--- config.mk ---
export PLATFORM = sky130hd
export DESIGN_NAME = pending_encoder_32to5
export DESIGN_NICKNAME = d
export VERILOG_FILES = /design/src/rtl/pending_encoder_32to5.sv
export SDC_FILE = /design/constraint.sdc
export NUM_CORES = 1
export LEC_CHECK = 0
export CORE_UTILIZATION = 50
export CTS_CLUSTER_DIAMETER = 30
export DETAILED_ROUTE_END_ITERATION = 8
export PLACE_DENSITY = 0.77
export REMOVE_ABC_BUFFERS = 1
export SLEW_MARGIN = 20
export SYNTH_ARGS = -nofsm -noshare
export SYNTH_HDL_FRONTEND = slang
export SYNTH_SLANG_ARGS = --single-unit
--- constraint.sdc ---
create_clock -name clock -period 6.5 [get_ports clock]
set_clock_uncertainty 0.1 [all_clocks]
set_input_delay 1.3 -clock clock [delete_from_list [all_inputs] [get_ports clock]]
set_output_delay 1.3 -clock clock [all_outputs]
set_load 0.005 [all_outputs]
--- src/rtl/pending_encoder_32to5.sv ---
// pending_encoder_32to5: collects one-hot request lines into a pending register
// and offers the index of the winning request over a valid/ready handshake.
// Each completed transfer retires the bit that was served.
// Selection is lowest-index-first by default. Define PENDING_ENC_ROUND_ROBIN_EN
// to select round-robin starting just after the last granted index.
module pending_encoder_32to5 (
  input  logic        clock,
  input  logic        ctrl_reset,
  input  logic [31:0] set_mask,
  input  logic        en,
  input  logic        out_ready,
  output logic        out_valid,
  output logic [4:0]  out_index,
  output logic [31:0] pending,
  output logic [5:0]  pending_count
);

  localparam int unsigned N  = 32;
  localparam int unsigned IW = 5;
  localparam int unsigned CW = 6;

  logic [N-1:0]  pending_q, pending_d;
  logic          out_valid_q, out_valid_d;
  logic [IW-1:0] out_index_q, out_index_d;
  logic [CW-1:0] pending_count_q, pending_count_d;

  logic          xfer_c;
  logic [N-1:0]  grant_oh_c;
  logic [N-1:0]  nxt_c;
  logic [IW-1:0] sel_c;
  logic [CW-1:0] popcnt_c;

  // Handshake, retirement of the served bit, and merge of new requests (set wins)
  always_comb begin
    xfer_c     = out_valid_q & out_ready & en;
    grant_oh_c = '0;
    if (xfer_c) grant_oh_c = N'(1) << out_index_q;
    nxt_c      = (pending_q & ~grant_oh_c) | set_mask;
  end

  // Population count of the next pending vector
  always_comb begin
    popcnt_c = '0;
    for (int unsigned i = 0; i < N; i++) begin
      popcnt_c = popcnt_c + CW'(nxt_c[i]);
    end
  end

`ifdef PENDING_ENC_ROUND_ROBIN_EN
  logic [IW-1:0] last_grant_q, last_grant_d;
  logic [IW-1:0] start_c;
  logic          found_c;

  // Remember the index of the most recent transfer
  always_comb begin
    last_grant_d = last_grant_q;
    if (xfer_c) last_grant_d = out_index_q;
  end

  // Round-robin search from the slot after the last grant, wrapping 31->0
  always_comb begin
    start_c = last_grant_d + IW'(1);
    sel_c   = '0;
    found_c = 1'b0;
    for (int unsigned i = 0; i < N; i++) begin
      if (!found_c && nxt_c[IW'(start_c + IW'(i))]) begin
        sel_c   = IW'(start_c + IW'(i));
        found_c = 1'b1;
      end
    end
  end

  // Last-grant register; reset to 31 so the first search begins at index 0
  always_ff @(posedge clock or posedge ctrl_reset) begin
    if (ctrl_reset) last_grant_q <= IW'(N - 1);
    else            last_grant_q <= last_grant_d;
  end
`else
  // Fixed priority: lowest set index wins, 0 when nothing is pending
  always_comb begin
    sel_c = '0;
    for (int i = int'(N) - 1; i >= 0; i--) begin
      if (nxt_c[i]) sel_c = IW'(i);
    end
  end
`endif

  // Next-state: freeze on en=0; hold the offered code while stalled
  always_comb begin
    pending_d       = pending_q;
    pending_count_d = pending_count_q;
    out_valid_d     = out_valid_q;
    out_index_d     = out_index_q;
    if (en) begin
      pending_d       = nxt_c;
      pending_count_d = popcnt_c;
      if (!(out_valid_q && !xfer_c)) begin
        out_valid_d = |nxt_c;
        out_index_d = sel_c;
      end
    end
  end

  // State registers
  always_ff @(posedge clock or posedge ctrl_reset) begin
    if (ctrl_reset) begin
      pending_q       <= '0;
      pending_count_q <= '0;
      out_valid_q     <= 1'b0;
      out_index_q     <= '0;
    end else begin
      pending_q       <= pending_d;
      pending_count_q <= pending_count_d;
      out_valid_q     <= out_valid_d;
      out_index_q     <= out_index_d;
    end
  end

  assign pending       = pending_q;
  assign pending_count = pending_count_q;
  assign out_valid     = out_valid_q;
  assign out_index     = out_index_q;

endmodule

==> impl_metrics.py <==
metrics = {
    "timing": {
        "worst_slew_pin_slew_ns": 0.637,
        "holdWs_ns": 0.412,
        "rsz0062_at_grt": "yes",
        "min_period_ns": 6.33,
        "clock.fmax_mhz": 158,
        "hold_viol": 0,
        "finalCritPeriodShare_pct": 97.4,
        "setup_violations": 0,
        "relSlewSlack_pct": 57.2,
        "maxSlewViolCount": 0,
    },
    "die": {
        "start_util_pct": 52.0,
        "pin_count": 80,
        "die-height_um": 83.5,
        "die_w_um": 83.5,
        "core-area_sq_mm": 0.00639,
        "num_rows": 29,
        "die_area_sq_mm": 0.00697,
    },
    "place": {
        "port_buffers": 79,
        "hpwl_mm": 7.52,
        "gp_congestion": 0.913,
        "place_area_sq_mm": 0.00453,
    },
    "routing": {
        "via_count": 3194,
        "drtIter0Drc": 299,
        "postRouteAntennaNets": 0,
        "drc": 0,
        "dr.pass1.iters": 5,
        "wire_per_inst_um": 16.7,
        "routed_wl_mm": 9.40,
        "viasPerCell": 5.68,
    },
    "critical_path": {
        "arrival_ns": 6.42,
        "cpPeakStageDelay_ns": 0.55,
        "end_kind": "flop",
        "cp_slowest_cell": "fa_1",
        "startpoint": "en",
        "cpMostUsedCell": "fa_1",
        "r2r-start": "out_index[0]",
        "cp_cell_sequence": "clkbuf_4 > and4bb_2 > buf_4 > nand2_1 > a21o_1 > inv_2 > fa_1 > fa_1 > inv_1 > fa_1 > inv_1 > fa_1 > fa_1 > fa_1 > inv_1 > ha_2 > inv_1 > fa_1 > inv_1 > a21o_1 > a21oi_1 > xnor2_1 > mux2_2",
        "start_kind": "input pin",
        "critPathKind": "in2reg",
        "worstPathMaxFanout": 8,
        "cp.required_ns": 6.59,
    },
    "worst_hold_path": {
        "holdCritPathClass": "reg2reg",
        "worstHoldStart": "pending_count[0]",
    },
    "clock_network": {
        "clk_pin_slew_ns": 0.08,
        "cts_buffers": 5,
        "htree_num_levels": 2,
        "clock_latency_ns": 0.31,
        "cts_sinks": 44,
        "clock-root-buffer": "clkbuf_8",
        "cts_buffer_depth": 2,
        "cts_tree": "yes",
    },
    "pwr": {
        "swShare_pct": 26.6,
        "p_int_w": 0.000437,
        "p_switching_w": 0.000158,
        "total_power_w": 0.000595,
        "p_comb_share_pct": 19.3,
        "p_leak_nw": 1.88,
        "seqPwrFrac_pct": 49.4,
        "peakVddDrop_uv": 129,
        "clock_power_share_pct": 31.3,
        "power_density_mw_per_mm2": 128,
    },
    "finish": {
        "final_area_sq_mm": 0.00464,
        "final_cell_mix": "clkdlybuf4s50_1 (77), buf_4 (55), a21oi_1 (44), dfrtp_1 (44), nor2_1 (43)",
        "final_common_cell": "clkdlybuf4s50_1",
        "antenna_cells": 0,
        "drive_gt1_share_pct": 19.6,
        "syn_to_final_growth_pct": 39.9,
        "nNetsFinal": 552,
        "final_util_pct": 72.7,
    },
    "synth": {
        "ys.warnings.count": 0,
        "syn_area_per_cell_sq_um": 9.30,
        "syn_inst": 357,
        "async_flop_share_pct": 100,
        "synth_edf_count": 0,
        "synth-seq-cells": 44,
        "synth_seq_area_share_pct": 33.2,
        "syn-cell-area_sq_mm": 0.00332,
        "yosysUniqueCellTypes": 59,
        "synth-main-ff-cell": "dfrtp_1",
    },
    "global_route": {
        "grt_pass1_wl_mm": 15.9,
        "grt_pass1_vias": 3184,
        "globalRouteTotalUtil_pct": 29.1,
        "antenna_found_initial": 0,
        "grt_overflow": 0,
        "grt_max_degree": 45,
    },
    "status": {
        "status": "finished clean",
    },
    "flow_run": {
        "cap_viol_max_count": 0,
    },
}
[what timing repair did]
item	4_1_cts	5_1_grt
setup endpoints to repair	4	4
buffers inserted	1	0
pin swaps	1	3
hold buffers	0	0
resized for setup	4	10
[per-layer routing]
layer | GRT usage [%] | vias up | share of wire (%)
met1 | 40.8 | 1529 | 45
met2 | 46.3 | 141 | 46
met3 | 4.55 | 21 | 6.0
met5 | 0 | - | 0
met4 | 10.3 | 0 | 2.6
li1 | - | 1503 | -
[worst paths after layout]
| kind | slack [ns] | cells past startpoint | endpoint |
|---|---|---|---|
| setup / recovery | 0.17 | 23 | pending_count[4] |
| hold / removal | 0.41 | 1 | pending_count[0] |
| setup reg to reg | 0.70 | 20 | pending_count[4] |
| hold reg to reg | 0.41 | 1 | pending_count[0] |
| max in group asynchronous | 4.57 | 3 | pending[22] |
| min in group asynchronous | 1.33 | 3 | pending[2] |
[registers in the layout, summed over array words and instances, names as in the netlist]
signal	cells
out_valid	1
pending	32
pending_count	6
out_index	5
[cell usage after synthesis (2+ instances only)]
master	count	area, sq um
and3_1	2	12.5
nand2b_1	4	25.0
a21oi_1	44	220
nand2_1	20	75.1
inv_1	43	161
and4bb_1	2	25.0
dfrtp_1	44	1100
fa_1	24	480
and4_1	3	26.3
clkbuf_1	5	18.8
nand4_1	10	62.6
buf_1	3	11.3
a21o_1	3	22.5
and4bb_2	2	25.0
and2_1	2	12.5
and4b_1	2	20.0
o31ai_1	3	22.5
a22oi_1	2	15.0
o21ai_1	7	35.0
o21a_1	12	90.1
nor2_1	46	173
buf_6	3	33.8
inv_2	2	7.51
mux2_2	4	45.0
nand4b_1	5	43.8
nand3_1	4	20.0
xnor2_1	3	26.3
o2111ai_1	2	17.5
a21oi_2	7	61.3
o21ai_0	6	30.0
ha_1	8	100
buf_2	3	15.0
[critical path, delay by kind of cell]
kind / cells / cell delay [ns]
muxes: 1 / 0.26
and+or+nand+nor: 2 / 0.31
adders and majority gates: 8 / 3.42
AOI/OAI and AO/OA: 3 / 0.33
buffers and inverters: 8 / 0.65
xor gates and xnor gates: 1 / 0.12
[power by group through the flow]
stage	sequential [W]	clock (W)	combinational [W]
after CTS	0.000294	0.000187	0.000115
after floorplan	0.000298	0	0.0000417
after global placement	0.000299	0	0.000113
final	0.000294	0.000186	0.000115
after global routing	0.000296	0.000198	0.000126
after detailed placement	0.000299	0	0.000114
[layout make-up]
| class | count | area (sq um) |
|---|---|---|
| clock inverters | 2 | 10.0 |
| fillers | 505 | 1740 |
| flip-flops and latches | 44 | 1100 |
| repair buffers | 134 | 1200 |
| well taps | 77 | 96.3 |
| multi-input cells | 254 | 1990 |
| clock buffers | 6 | 82.6 |
| inverters | 45 | 169 |
[metrics by stage]
| stage | setup TNS [ns] | cells | worst slack, ns |
|---|---|---|---|
| floorplan | 0 | 343 | 0.181 |
| global placement | -1.74 | 553 | -0.519 |
| detailed placement | -2.47 | 553 | -0.677 |
| CTS | 0 | 562 | 0.0527 |
| global route | -0.0225 | 562 | -0.0225 |
| finish | 0 | 562 | 0.170 |
[cells by family (layout without fill, tap and decap cells)]
group,count (synthesis),in the layout,synth area share [%]
and+or+nand+nor,113,113,19.1
AOI/OAI and AO/OA,101,101,20.4
buffers and inverters,59,187,7.46
DFF,44,44,33.2
adders and majority gates,32,32,17.5
muxes,5,5,1.66
xor gates and xnor gates,3,3,0.792
(Power assumes the default switching activity.)
